$ cat src/rtl/ahb_lite_decode_mux.sv
// AHB-Lite address decoder, data-phase response mux and two-cycle ERROR default slave.
// Also records unmapped NONSEQ/SEQ accesses: last address, saturating count and a one-cycle IRQ.
module ahb_lite_decode_mux #(
   parameter int                  NPORT   = 8,
   parameter logic [NPORT-1:0]    PORT_EN = {NPORT{1'b1}},
   parameter logic [NPORT*32-1:0] BASE    = {NPORT{32'h0}},
   parameter logic [NPORT*32-1:0] MASK    = {NPORT{32'hFFFF_0000}},
   parameter int                  CNT_W   = 8
) (
   input  logic                  HCLK,
   input  logic                  HRESET,
   input  logic [31:0]           HADDR,
   input  logic [1:0]            HTRANS,
   output logic [NPORT-1:0]      S_HSEL,
   input  logic [NPORT*32-1:0]   S_HRDATA,
   input  logic [NPORT-1:0]      S_HREADYOUT,
   input  logic [NPORT-1:0]      S_HRESP,
   output logic [31:0]           HRDATA,
   output logic                  HREADY,
   output logic                  HRESP,
   output logic [31:0]           FAULT_ADDR,
   output logic [CNT_W-1:0]      FAULT_CNT,
   output logic                  FAULT_IRQ
);

   // Data-phase select encoding: 0..NPORT-1 = slave port, then DEFAULT, then NONE.
   localparam int               SEL_W       = $clog2(NPORT + 2);
   localparam logic [SEL_W-1:0] SEL_DEFAULT = SEL_W'(NPORT);
   localparam logic [SEL_W-1:0] SEL_NONE    = SEL_W'(NPORT + 1);

   typedef enum logic [1:0] {
      DS_IDLE = 2'd0,
      DS_ERR1 = 2'd1,
      DS_ERR2 = 2'd2
   } ds_state_e;

   logic [NPORT-1:0] hit;
   logic             any_hit;
   logic [SEL_W-1:0] dsel_d;
   logic [SEL_W-1:0] dsel_q;
   logic             xfer_active;
   logic             fault_cond;

   ds_state_e        ds_state_q;
   logic             ds_hready_q;
   logic             ds_hresp_q;

   logic [31:0]      fault_addr_q;
   logic [CNT_W-1:0] fault_cnt_q;
   logic             fault_irq_q;

   always_comb begin : address_decode
      // NOTE: every variable written here gets a default first, so no path can infer a latch.
      hit     = '0;
      S_HSEL  = '0;
      any_hit = 1'b0;
      dsel_d  = SEL_DEFAULT;
      for (int i = 0; i < NPORT; i++) begin
         hit[i] = PORT_EN[i] && ((HADDR & MASK[32*i +: 32]) == BASE[32*i +: 32]);
         if (hit[i] && !any_hit) begin
            S_HSEL[i] = 1'b1;
            dsel_d    = SEL_W'(i);
            any_hit   = 1'b1;
         end
      end
   end

   assign xfer_active = (HTRANS == 2'b10) || (HTRANS == 2'b11);
   assign fault_cond  = HREADY && !any_hit && xfer_active;

   always_comb begin : response_mux
      HRDATA = '0;
      HREADY = 1'b1;
      HRESP  = 1'b0;
      if (dsel_q == SEL_DEFAULT) begin
         HREADY = ds_hready_q;
         HRESP  = ds_hresp_q;
      end else begin
         for (int i = 0; i < NPORT; i++) begin
            if (dsel_q == SEL_W'(i)) begin
               HRDATA = S_HRDATA[32*i +: 32];
               HREADY = S_HREADYOUT[i];
               HRESP  = S_HRESP[i];
            end
         end
      end
   end

   always_ff @(posedge HCLK) begin : data_phase_select
      // NOTE: non-blocking assignments so every register samples the pre-edge values of its peers.
      if (HRESET) begin
         dsel_q <= SEL_NONE;
      end else if (HREADY) begin
         dsel_q <= dsel_d;
      end
   end

   // Default slave: ERR1 stalls with ERROR, ERR2 completes the ERROR response.
   always_ff @(posedge HCLK) begin : default_slave
      if (HRESET) begin
         ds_state_q  <= DS_IDLE;
         ds_hready_q <= 1'b1;
         ds_hresp_q  <= 1'b0;
      end else begin
         case (ds_state_q)
            DS_IDLE: begin
               if (fault_cond) begin
                  ds_state_q  <= DS_ERR1;
                  ds_hready_q <= 1'b0;
                  ds_hresp_q  <= 1'b1;
               end
            end
            DS_ERR1: begin
               ds_state_q  <= DS_ERR2;
               ds_hready_q <= 1'b1;
               ds_hresp_q  <= 1'b1;
            end
            DS_ERR2: begin
               if (fault_cond) begin
                  ds_state_q  <= DS_ERR1;
                  ds_hready_q <= 1'b0;
                  ds_hresp_q  <= 1'b1;
               end else begin
                  ds_state_q  <= DS_IDLE;
                  ds_hready_q <= 1'b1;
                  ds_hresp_q  <= 1'b0;
               end
            end
            default: begin
               ds_state_q  <= DS_IDLE;
               ds_hready_q <= 1'b1;
               ds_hresp_q  <= 1'b0;
            end
         endcase
      end
   end

   always_ff @(posedge HCLK) begin : fault_capture
      if (HRESET) begin
         fault_addr_q <= '0;
         fault_cnt_q  <= '0;
         fault_irq_q  <= 1'b0;
      end else begin
         fault_irq_q <= fault_cond;
         if (fault_cond) begin
            fault_addr_q <= HADDR;
            if (fault_cnt_q != {CNT_W{1'b1}}) begin
               fault_cnt_q <= fault_cnt_q + CNT_W'(1);
            end
         end
      end
   end

   assign FAULT_ADDR = fault_addr_q;
   assign FAULT_CNT  = fault_cnt_q;
   assign FAULT_IRQ  = fault_irq_q;

endmodule

$ cat config.mk
export PLATFORM = sky130hd
export DESIGN_NAME = ahb_lite_decode_mux
export DESIGN_NICKNAME = d
export VERILOG_FILES = /design/src/rtl/ahb_lite_decode_mux.sv
export SDC_FILE = /design/constraint.sdc
export NUM_CORES = 1
export LEC_CHECK = 0
export BUFFER_PORTS_ARGS = -buffer_cell sky130_fd_sc_hd__buf_2
export CORE_AREA = 2 2 153 155
export DETAILED_ROUTE_END_ITERATION = 7
export DIE_AREA = 0 0 155 157
export PLACE_DENSITY = 0.37
export SLEW_MARGIN = 20
export SYNTH_ARGS = -nofsm -noshare
export SYNTH_HDL_FRONTEND = slang
export SYNTH_SLANG_ARGS = --single-unit
$ cat constraint.sdc
create_clock -name HCLK -period 5.2 [get_ports HCLK]
set_input_delay 0.26 -clock HCLK [delete_from_list [all_inputs] [get_ports HCLK]]
set_output_delay 0.26 -clock HCLK [all_outputs]
set_load 0.02 [all_outputs]
==> reports/metrics.sh, run 1 <==
SEQ_AREA_FRAC_SYNTH_PCT=40.9
DRT_PRE_ANTENNA_ITERS=4
CELLPOWERDENSITY_nW_PER_UM2=278
CRITICAL_PATH.MAX_FANOUT=27
FINALCOREUTILIZATION_PCT=16.2
PLACED_CELLS_INCL_TAPS=744
SKEW_NS=0.00567
TRITONCTS.NUM_BUFFERS=5
GRT_START_MAX_NET_PINS=48
DIE_W_UM=155
NETLIST-CELL-TYPE-COUNT=30
INITIALDRTVIOLATIONCOUNT=71
NUM_VIAS=2538
POSTSYNTHREGISTERBITS=47
FINAL_CELLS=752
HPWLAFTERDP_UM=6380
CTS_TREE='done'
CRIT_SLOWEST_CELL='sky130_fd_sc_hd__and3_1'
WORST_SLEW_PIN_SLEW_NS=0.985
SYNTHCELLS=299
DIEHEIGHT_UM=157
CTS_REPAIR_RESIZES=0
PLACE.PORT_BUFFERS=178
ANTENNA_CELLS_INSERTED=0
SYNTH.TOP_CELL.AREA_SHARE_PCT=40.9
POST_CTS_HOLD_BUFFER_COUNT=0
GRT_OVERFLOW_TOTAL=0
LAYOUT_CELLS_SIZED_ABOVE_1_PCT=41.5
IO-PIN-COUNT=391
CTSLONGESTPATHBUFFERS=2
SYN_AREA_UM2=2300
DRT.ANTENNA.VIOLATING_NETS=0
CTS-HTREE-LEVELS=2
SYNTH_FLOP_CELL='sky130_fd_sc_hd__dfxtp_1'
CRIT_FAMILY='simple AND/OR/NAND/NOR gates'
CRITICAL_PATH_BUF_INV_COUNT=3
LAYOUT-AREA-OVERHEAD-VS-SYNTH_PCT=59.0
START_UTIL_PCT=10.2
CRITICAL_PATH.MAX_STAGE_DELAY_NS=0.76
SYNTH_TOP_CELL_BY_AREA='sky130_fd_sc_hd__dfxtp_1'
WORSTSETUPPATHTYPE='reg2reg'
TIMING.SLEW.HEADROOM_PCT=34.3
NUM_ROWS=55
DIE_AR_UM2=24300
VIAS_PER_CELL=3.38
CP.REQUIRED_NS=5.41
PLACEDINSTANCEAREA_UM2=3460
GRT_ANTENNA_BEFORE_REPAIR=1
AREA_OF_THE_CORE_UM2=22500
FINALCRITICALPERIOD_NS=2.74
FINAL_MIN_PERIOD_OVER_CLOCK_PERIOD_PCT=52.7
ARRIVAL_NS=2.95
ROUTE.DETAILED.DRC=0
POST_CTS.REPAIR.SETUP_BUFFERS=0
POST_SYNTH_EDFFS=0
CRIT_PATH_CELL_TRACE='buf_4, nor3b_1, a21oi_2, buf_4, and3_1, buf_4, nand2_1, a21oi_1'
POST_SYNTH.CELL_AREA_AVG_UM2=7.69
FINALSETUPVIOLATIONS=0
CPMOSTUSEDCELL='sky130_fd_sc_hd__buf_4'
SETUP_TOTAL_NEGATIVE_SLACK_NS=0
GRT_USE_TOTAL_PCT=6.31
LEAK_PWR_nW=1.82
WORSTSETUPSTARTPOINTTYPE='register'
OUTCOME='completed'
CTS.SINKS=47
YOSYSWARNINGCOUNT=0
YS_ASYNC_SR_FRACTION_PCT=0
YS_TOP_CELLS_BY_AREA='sky130_fd_sc_hd__dfxtp_1 41%, sky130_fd_sc_hd__mux2i_1 15%, sky130_fd_sc_hd__nand2_1 11%'
PLACE.GP.CONGESTION=0.612
DRV_SLEW=0
WIRE_LENGTH_OF_THE_FIRST_GLOBAL_ROUTING_PASS_UM=12100
SYNTH.CELLS.MOST_FREQUENT='68 x sky130_fd_sc_hd__nand2_1, 47 x sky130_fd_sc_hd__dfxtp_1, 40 x sky130_fd_sc_hd__nor2_1'
DRT-WIRELENGTH-PER-CELL_UM=11.1
RSZ0062_AT_GRT='no'
FINAL_NETS=775
ROUTE.FINAL.WIRE_LENGTH_UM=8340
CRITPATHCAPTURETYPE='register'
SYNTH.MOST_COMMON_CELL='sky130_fd_sc_hd__nand2_1'
VDD_DROP_MAX_mV=0.112
CLOCK_PIN_SLEW_ON_THE_WORST_SETUP_AND_HOLD_PATHS_NS=0.07
MIN_PATH_TYPE='in2reg'
FMAX_MHz=365
CLOCKROOTBUFFER='sky130_fd_sc_hd__clkbuf_16'
FINAL_CELL_AREA_UM2=3650
CLKLATENCYLATEPIN_NS=0.29
FINALHOLDVIOLATIONS=0
GRT_PASS1_VIAS=2318
MAX_CAP_VIOL_COUNT=0
cells by family (layout without fill, tap and decap cells):
kind of cell             count (synthesis)  after routing  synth area share [%]
AO/OA/AOI/OAI                           49             49                  11.6
XOR/XNOR                                 1              1                 0.381
adder cells (fa/ha/maj)                  1              1                 0.544
buffers and inverters                   34            196                  7.19
flip-flops                              47             47                  40.9
multiplexers                            35             35                  15.2
other                                    1              7                 0.163
AND/OR/NAND/NOR                        131            131                  24.0
where the power goes:
part | switching (mW) | total [mW] | leakage, nW | internal [mW]
logic | 0.119 | 0.200 | 1.34 | 0.0806
clock network | 0.146 | 0.421 | 0.0900 | 0.276
registers | 0.0139 | 0.396 | 0.386 | 0.382
total | 0.278 | 1.02 | 1.82 | 0.738
cell type report:
| class | instances | area [µm²] |
|---|---|---|
| fill | 2570 | 18800 |
| multi-input combinational | 224 | 1210 |
| sequential | 47 | 942 |
| timing repair buffer | 183 | 928 |
| tap | 285 | 357 |
| clock buffer | 5 | 125 |
| clock inverter | 3 | 67.6 |
| inverter | 5 | 18.8 |
cell usage in the layout (no fill, tap or decap), drive strengths merged:
master	synthesis	final
buf	15	183
nand2	68	68
dfxtp	47	47
nor2	40	40
a21oi	39	39
mux2i	35	35
conb	1	7
inv	5	5
clkbuf	14	5
nor4	4	4
nand3	4	4
o21ai	4	4
nor3	3	3
or3	3	3
nor3b	2	2
nand4	2	2
o31ai	2	2
or4	2	2
bufinv	0	2
o22ai	1	1
nand4b	1	1
xor2	1	1
and3	1	1
a31o	1	1
o22a	1	1
nor4b	1	1
a211o	1	1
ha	1	1
clkinvlp	0	1
metrics by stage:
stage | total power, mW | hold slack [ns] | worst slack, ns
floorplan | 0.523 | 0.396 | 3.31
global placement | 0.610 | 0.442 | 2.27
detailed placement | 0.608 | 0.440 | 2.32
CTS | 1.04 | 0.193 | 2.30
global route | 1.07 | 0.197 | 2.11
finish | 1.02 | 0.203 | 2.46
worst register-to-register path, cell delays in order, from the launching register on:
cell	delay, ns
sky130_fd_sc_hd__dfxtp_2	0.51
sky130_fd_sc_hd__buf_4	0.45
sky130_fd_sc_hd__nor3b_1	0.13
sky130_fd_sc_hd__a21oi_2	0.12
sky130_fd_sc_hd__buf_4	0.15
sky130_fd_sc_hd__and3_1	0.76
sky130_fd_sc_hd__buf_4	0.34
sky130_fd_sc_hd__nand2_1	0.08
sky130_fd_sc_hd__a21oi_1	0.11
metal layers:
metal	part of all wire (%)	global-route usage, %
met5	0.14	0
met4	1.4	1.98
met3	12	2.86
met2	44	10.4
met1	42	7.35
worst paths after layout:
path	cells after the start	to	from	slack [ns]
hold / removal	3	FAULT_ADDR[11]	HADDR[11]	0.20
hold reg to reg	2	FAULT_ADDR[12]	FAULT_ADDR[12]	0.45
setup / recovery	8	FAULT_ADDR[15]	dsel_q[0]	2.46
setup reg to reg	8	FAULT_ADDR[15]	dsel_q[0]	2.46
state kept, by name, indices dropped and copies added, names as in the netlist:
| signal | count |
|---|---|
| FAULT_IRQ | 1 |
| FAULT_ADDR | 32 |
| dsel_q | 2 |
| ds_hready_q | 1 |
| ds_hresp_q | 1 |
| FAULT_CNT | 8 |
| ds_state_q | 2 |
No activity file was read; power rests on OpenSTA's default activity.
==> run 2, diff against run 1 <==
--- a/config.mk
+++ b/config.mk
@@ -9,7 +9,7 @@
 export CORE_AREA = 2 2 153 155
 export DETAILED_ROUTE_END_ITERATION = 7
 export DIE_AREA = 0 0 155 157
-export PLACE_DENSITY = 0.37
+export PLACE_DENSITY = 0.38
 export SLEW_MARGIN = 20
 export SYNTH_ARGS = -nofsm -noshare
 export SYNTH_HDL_FRONTEND = slang
==> constraint.sdc (replaced) <==
create_clock -name HCLK -period 2.25 [get_ports HCLK]
set_input_delay 0.1125 -clock HCLK [delete_from_list [all_inputs] [get_ports HCLK]]
set_output_delay 0.1125 -clock HCLK [all_outputs]
set_load 0.02 [all_outputs]
==> run 2 against run 1 <==
Effect of this change:
- clock power grew 130%
- largest power group unchanged
- critical path depth down 2
- combinational power increased by 140%
- utilization is 0.30 points higher
- sequential power up 130%
==> reports/metrics.sh, run 2 (synthesized netlist as in run 1, its figures left out) <==
POST_CTS.REPAIR.SETUP_BUFFERS=0  # unchanged
LAYOUT-AREA-OVERHEAD-VS-SYNTH_PCT=61.9
MAX_CAP_VIOL_COUNT=0  # unchanged
MOST-COMMON-LAYOUT-CELLS='178 x sky130_fd_sc_hd__buf_2, 68 x sky130_fd_sc_hd__nand2_1, 46 x sky130_fd_sc_hd__dfxtp_1'
GROUTE.LAYER.MET3.USAGE_PCT=2.81  # -0.055 points
FINALCRITICALPERIOD_NS=1.91  # -0.833 ns
CRITICAL_PATH.MAX_FANOUT=6  # -78%
GRT_START_MAX_NET_PINS=37  # -23%
GRT_OVERFLOW_TOTAL=0  # unchanged
RR_ENDPOINT='FAULT_CNT[4]'
CTS_TREE='done'
WORSTSETUPSTARTPOINTTYPE='register'
OUTCOME='completed'
NUM_VIAS=2586  # +1.9%
LEAK_PWR_nW=1.85  # +1.8%
RSZ0062_AT_GRT='no'
CRITPATHCAPTURETYPE='register'
SETUP_TOTAL_NEGATIVE_SLACK_NS=0  # unchanged
DIEHEIGHT_UM=157  # unchanged
LARGEST_REGISTER_FF_COUNT=32  # unchanged
FMAX_MHz=524  # +44%
WORSTSETUPPATHTYPE='reg2reg'
TOTALPOWERFINAL_mW=2.37  # +130%
ROUTE.DETAILED.DRC=0  # unchanged
CTS.SINKS=47  # unchanged
INITIALDRTVIOLATIONCOUNT=57  # -20%
CTS_REPAIR_RESIZES=0  # unchanged
R2R_SETUP_SLK_NS=0.34  # -2.12 ns
ROUTE.FINAL.WIRE_LENGTH_UM=8500  # +2.0%
DRT.ANTENNA.VIOLATING_NETS=0  # unchanged
CLKLATENCYLATEPIN_NS=0.29  # about the same
CP.REQUIRED_NS=2.47  # -2.94 ns
ARRIVAL_NS=2.13  # -0.82 ns
GRT_ANTENNA_BEFORE_REPAIR=0  # -1
FINAL_MIN_PERIOD_OVER_CLOCK_PERIOD_PCT=84.8  # +32 points
CRIT_PATH_CELL_TRACE='mux2i_1, a21oi_2, nand4b_1, buf_4, or3_1, a21oi_1'
PLACE.GP.CONGESTION=0.650  # +6.2%
HPWLAFTERDP_UM=6450  # +1.0%
CTS-HTREE-LEVELS=2  # unchanged
CRITICAL_PATH_BUF_INV_COUNT=1  # -2
FINALSETUPVIOLATIONS=0  # unchanged
WORST_SLEW_PIN_SLEW_NS=0.564  # -0.421 ns
FINAL_NETS=779  # +0.52%
HOLDPATHSTAGES=3  # unchanged
CTSLONGESTPATHBUFFERS=2  # unchanged
POST_CTS_HOLD_BUFFER_COUNT=0  # unchanged
START_UTIL_PCT=10.2  # unchanged
NUM_ROWS=55  # unchanged
DRT_PRE_ANTENNA_ITERS=4  # unchanged
WORSTHOLDSTART='HADDR[12]'
CLOCK_PIN_SLEW_ON_THE_WORST_SETUP_AND_HOLD_PATHS_NS=0.07  # about the same
LAYOUT_CELLS_SIZED_ABOVE_1_PCT=42.0  # +0.50 points
AREA_OF_THE_CORE_UM2=22500  # unchanged
WIRE_LENGTH_OF_THE_FIRST_GLOBAL_ROUTING_PASS_UM=12600  # +4.1%
FILLERS=2562  # -0.31%
TIMING.HOLD.WORST_ENDPOINT='FAULT_ADDR[12]'
FINALHOLDVIOLATIONS=0  # unchanged
GRT_USE_TOTAL_PCT=6.62  # +0.31 points
DRV_SLEW=0  # unchanged
DIE_AR_UM2=24300  # unchanged
ANTENNA_CELLS_INSERTED=0  # unchanged
IO-PIN-COUNT=391  # unchanged
FINAL_COMMON_CELL='sky130_fd_sc_hd__buf_2'
CRIT_SLOWEST_CELL='sky130_fd_sc_hd__dfxtp_2'
FF2FF_PATH_DEPTH=6  # -2
TIMING.SLEW.HEADROOM_PCT=62.4  # +28 points
BUSIEST_LAYER='met2'
VIAS_PER_CELL=3.42  # +1.4%
GLOBALROUTEMET1UTIL_PCT=7.57  # +0.22 points
CRITICAL_PATH.MAX_STAGE_DELAY_NS=0.34  # -0.42 ns
GRT_UTIL_MET2_PCT=11.3  # +0.89 points
SKEW_NS=0.00252  # -0.00316 ns
TRITONCTS.NUM_BUFFERS=5  # unchanged
CELLPOWERDENSITY_nW_PER_UM2=638  # +130%
PLACE.PORT_BUFFERS=178  # unchanged
GRT_PASS1_VIAS=2383  # +2.8%
DIE_W_UM=155  # unchanged
CRIT_FAMILY='simple AND/OR/NAND/NOR gates'
CLOCKROOTBUFFER='sky130_fd_sc_hd__clkbuf_16'
DRT-WIRELENGTH-PER-CELL_UM=11.2  # +1.4%
VDD_DROP_MAX_mV=0.256  # +130%
MIN_PATH_TYPE='in2reg'
TIMING.RR.START='dsel_q[0]'
run 2: metal layers:
metal,wire length [µm],up-vias
met4,82,0
met1,3500,1120
met3,946,8
met5,0,-
met2,3970,130
li1,-,1328
run 2: worst max path at each step:
| stage | slack [ns] | depth (start not counted) | to | start |
|---|---|---|---|---|
| global route | 0.14 | 6 | FAULT_CNT[4] | dsel_q[3] |
| floorplan | 0.36 | 7 | FAULT_CNT[5] | dsel_q[0] |
| detailed placement | 0.19 | 7 | FAULT_ADDR[8] | HADDR[26] |
| global placement | 0.18 | 7 | FAULT_ADDR[14] | HADDR[26] |
| CTS | 0.26 | 6 | FAULT_CNT[4] | dsel_q[0] |
| finish | 0.34 | 6 | FAULT_CNT[4] | dsel_q[0] |
run 2: through the flow:
stage / std cells / hold slack [ns] / instance area, µm² / setup slack, ns / util (%)
after floorplan: 305 / 0.249 / 2320 / 0.362 / -
after global placement: 748 / 0.360 / 3530 / 0.179 / 15.7
after detailed placement: 748 / 0.361 / 3530 / 0.187 / 15.7
after CTS: 756 / 0.0364 / 3720 / 0.256 / 16.5
after global routing: 756 / 0.0378 / 3720 / 0.141 / 16.5
final: 756 / 0.0523 / 3720 / 0.342 / 16.5
run 2: layout make-up:
cell class                      instances  area, µm²  area share, %
Multi-Input combinational cell        224       1210           32.6
Timing Repair Buffer                  187        996           26.8
Sequential cell                        47        942           25.3
Tap cell                              285        357           9.58
Clock buffer                            5        125           3.36
Clock inverter                          3       67.6           1.82
Inverter                                5       18.8          0.504
run 2: power by group:
group / internal [mW] / total [mW] / switching (mW)
sequential: 0.883 / 0.911 / 0.0282
combinational: 0.200 / 0.484 / 0.283
clock: 0.637 / 0.980 / 0.343
run 2: worst register-to-register path, stage by stage (launching register included):
cell,delay (ns)
sky130_fd_sc_hd__dfxtp_2,0.34
sky130_fd_sc_hd__mux2i_1,0.13
sky130_fd_sc_hd__a21oi_2,0.32
sky130_fd_sc_hd__nand4b_1,0.31
sky130_fd_sc_hd__buf_4,0.25
sky130_fd_sc_hd__or3_1,0.34
sky130_fd_sc_hd__a21oi_1,0.14
==> run 3, diff against run 2 <==
==> constraint.sdc (replaced) <==
create_clock -name HCLK -period 1.6 [get_ports HCLK]
set_input_delay 0.08 -clock HCLK [delete_from_list [all_inputs] [get_ports HCLK]]
set_output_delay 0.08 -clock HCLK [all_outputs]
set_load 0.02 [all_outputs]
==> run 3 against run 2 <==
Effect of this change:
- the run now ends with negative setup slack left
- sequential share of layout area down 2.4 points
- wire length up 21%
- clock power up 30%
- hold slack worse by 0.036 ns
- highest routed layer is now met5
- final cell count up 3.6%
==> reports/metrics.sh, run 3 (synthesized netlist as in run 1, its figures left out) <==
OUTCOME='complete, but fails checks'
FAILED_CHECKS='negative setup slack'
MET1_LENGTH_UM=4080  # +17%
FINALCRITICALPERIOD_NS=1.68  # -0.225 ns
SETUP_TOTAL_NEGATIVE_SLACK_NS=-0.231  # -0.231 ns
MIN_PATH_TYPE='in2reg'
CLOCKROOTBUFFER='sky130_fd_sc_hd__clkbuf_16'
TOP_LAYER_USED='met5'
PLACED_CELLS_INCL_TAPS=766  # +2.4%
CTS-HTREE-LEVELS=2  # unchanged
PLACE.GP.CONGESTION=0.682  # +4.9%
FINAL_MIN_PERIOD_OVER_CLOCK_PERIOD_PCT=105  # +20 points
VDD_DROP_MAX_mV=0.315  # +23%
ROUTE.DETAILED.DRC=0  # unchanged
START_UTIL_PCT=10.2  # unchanged
WORST_SLACK_NS=-0.0835  # -0.425 ns
ROUTE.FINAL.WIRE_LENGTH_UM=10300  # +21%
WORSTSETUPPATHTYPE='reg2reg'
TRITONCTS.NUM_BUFFERS=5  # unchanged
GRT_USE_TOTAL_PCT=7.38  # +0.76 points
DIE_AR_UM2=24300  # unchanged
CRITPATHCAPTURETYPE='register'
RSZ0062_AT_GRT='yes'
GRT_START_MAX_NET_PINS=39  # +5.4%
DRT_PRE_ANTENNA_ITERS=4  # unchanged
FINALHOLDVIOLATIONS=0  # unchanged
DRV_SLEW=0  # unchanged
MOST-COMMON-LAYOUT-CELLS='176 x sky130_fd_sc_hd__buf_2, 67 x sky130_fd_sc_hd__nand2_1, 45 x sky130_fd_sc_hd__dfxtp_1'
R2R_SETUP_SLK_NS=-0.08  # -0.43 ns
LAYOUT_CELLS_SIZED_ABOVE_1_PCT=48.7  # +6.7 points
WIRE_LENGTH_OF_THE_FIRST_GLOBAL_ROUTING_PASS_UM=13900  # +11%
ROUTED-WL-MET2_UM=4560  # +15%
TOTALPOWERFINAL_mW=3.38  # +43%
CTS.SINKS=47  # unchanged
CELLPOWERDENSITY_nW_PER_UM2=822  # +29%
LEAK_PWR_nW=2.03  # +9.5%
LARGEST_REGISTER_FF_COUNT=32  # unchanged
FINALCOREUTILIZATION_PCT=18.3  # +1.8 points
CLOCK_PIN_SLEW_ON_THE_WORST_SETUP_AND_HOLD_PATHS_NS=0.07  # about the same
CP.REQUIRED_NS=1.83  # -0.64 ns
FINAL_COMMON_CELL='sky130_fd_sc_hd__buf_2'
FINAL_CELLS=783  # +3.6%
TIMING.RR.START='dsel_q[0]'
DIEHEIGHT_UM=157  # unchanged
DRT.ANTENNA.VIOLATING_NETS=0  # unchanged
DIE_W_UM=155  # unchanged
CTS_TREE='done'
MULTIINPUTGATEAREA_UM2=1320  # +8.7%
AREA_OF_THE_CORE_UM2=22500  # unchanged
PRECTSSETUPSLACK_NS=-0.219  # -0.407 ns
NUM_ROWS=55  # unchanged
HOLDPATHSTAGES=3  # unchanged
MAX_CAP_VIOL_COUNT=0  # unchanged
FILLERS=2567  # +0.20%
FINAL_NETS=805  # +3.3%
MET3ROUTEDLENGTH_UM=1470  # +55%
FINALSETUPVIOLATIONS=5  # +5
WORSTSETUPSTARTPOINTTYPE='register'
VIAS_PER_CELL=3.52  # +3.0%
CTSLONGESTPATHBUFFERS=2  # unchanged
ARRIVAL_NS=1.92  # -0.21 ns
GRT_ANTENNA_BEFORE_REPAIR=4  # +4
LAYOUT-AREA-OVERHEAD-VS-SYNTH_PCT=79.3
WORSTSETUPENDPOINT='FAULT_CNT[5]'
GRT_OVERFLOW_TOTAL=0  # unchanged
DRT-WIRELENGTH-PER-CELL_UM=13.1  # +17%
HOLD-WORST-SLACK_NS=0.0164  # -0.0359 ns
IO-PIN-COUNT=391  # unchanged
INITIALDRTVIOLATIONCOUNT=64  # +12%
NUM_VIAS=2758  # +6.7%
CRITICAL_PATH.MAX_FANOUT=6  # unchanged
CLKLATENCYLATEPIN_NS=0.29  # about the same
PLACEDINSTANCEAREA_UM2=3680  # +4.2%
SKEW_NS=0.00460  # +0.00208 ns
FINAL_CELL_AREA_UM2=4120  # +11%
SEQUENTIAL_CELL_AREA_UM2=946  # +0.40%
FF2FF_PATH_DEPTH=6  # unchanged
GRT_PASS1_VIAS=2521  # +5.8%
CRITICAL_PATH.STARTPOINT='dsel_q[0]'
PLACE.PORT_BUFFERS=178  # unchanged
HPWLAFTERDP_UM=7530  # +17%
RR_ENDPOINT='FAULT_CNT[5]'
FMAX_MHz=594  # +13%
-- run 3: timing repair --
item                                    CTS  global route
setup buffers                             4             1
endpoints found under the setup margin   24            57
resized for setup                        14            26
hold buffers                              0             0
pin swaps                                 2             2
cloned                                    0             3
-- run 3: worst max-delay path, cell delays in order (launching register included) --
cell and delay, ns:
sky130_fd_sc_hd__dfxtp_4 0.37, sky130_fd_sc_hd__mux2i_2 0.16, sky130_fd_sc_hd__a21oi_4 0.17, sky130_fd_sc_hd__nand4b_1 0.17, sky130_fd_sc_hd__buf_12 0.17, sky130_fd_sc_hd__or4_1 0.46, sky130_fd_sc_hd__a21oi_1 0.12
-- run 3: worst min path at each step --
stage	from	to
floorplan	HADDR[0]	FAULT_ADDR[0]
global placement	HADDR[11]	FAULT_ADDR[11]
detailed placement	HADDR[12]	FAULT_ADDR[12]
CTS	HADDR[9]	FAULT_ADDR[9]
global route	HADDR[9]	FAULT_ADDR[9]
finish	HADDR[9]	FAULT_ADDR[9]
-- run 3: final cells by class --
type	instances	area share, %
Clock inverter	2	0.941
Inverter	5	0.456
Timing Repair Buffer	213	31.5
Multi-Input combinational cell	224	32.0
Antenna cell	1	0.0607
Sequential cell	47	23.0
Tap cell	285	8.65
Clock buffer	6	3.37
-- run 3: layer usage --
metal / vias up / global-route usage (%)
met4: 6 / 1.98
met1: 1202 / 8.32
met3: 13 / 4.16
met2: 154 / 12.0
met5: - / 0
li1: 1383 / -
-- run 3: report_power, final --
part | switching (mW) | leakage, nW | total (mW) | internal [mW]
Sequential | 0.0391 | 0.386 | 1.28 | 1.24
Clock | 0.486 | 0.0875 | 1.27 | 0.787
Combinational | 0.456 | 1.56 | 0.831 | 0.375
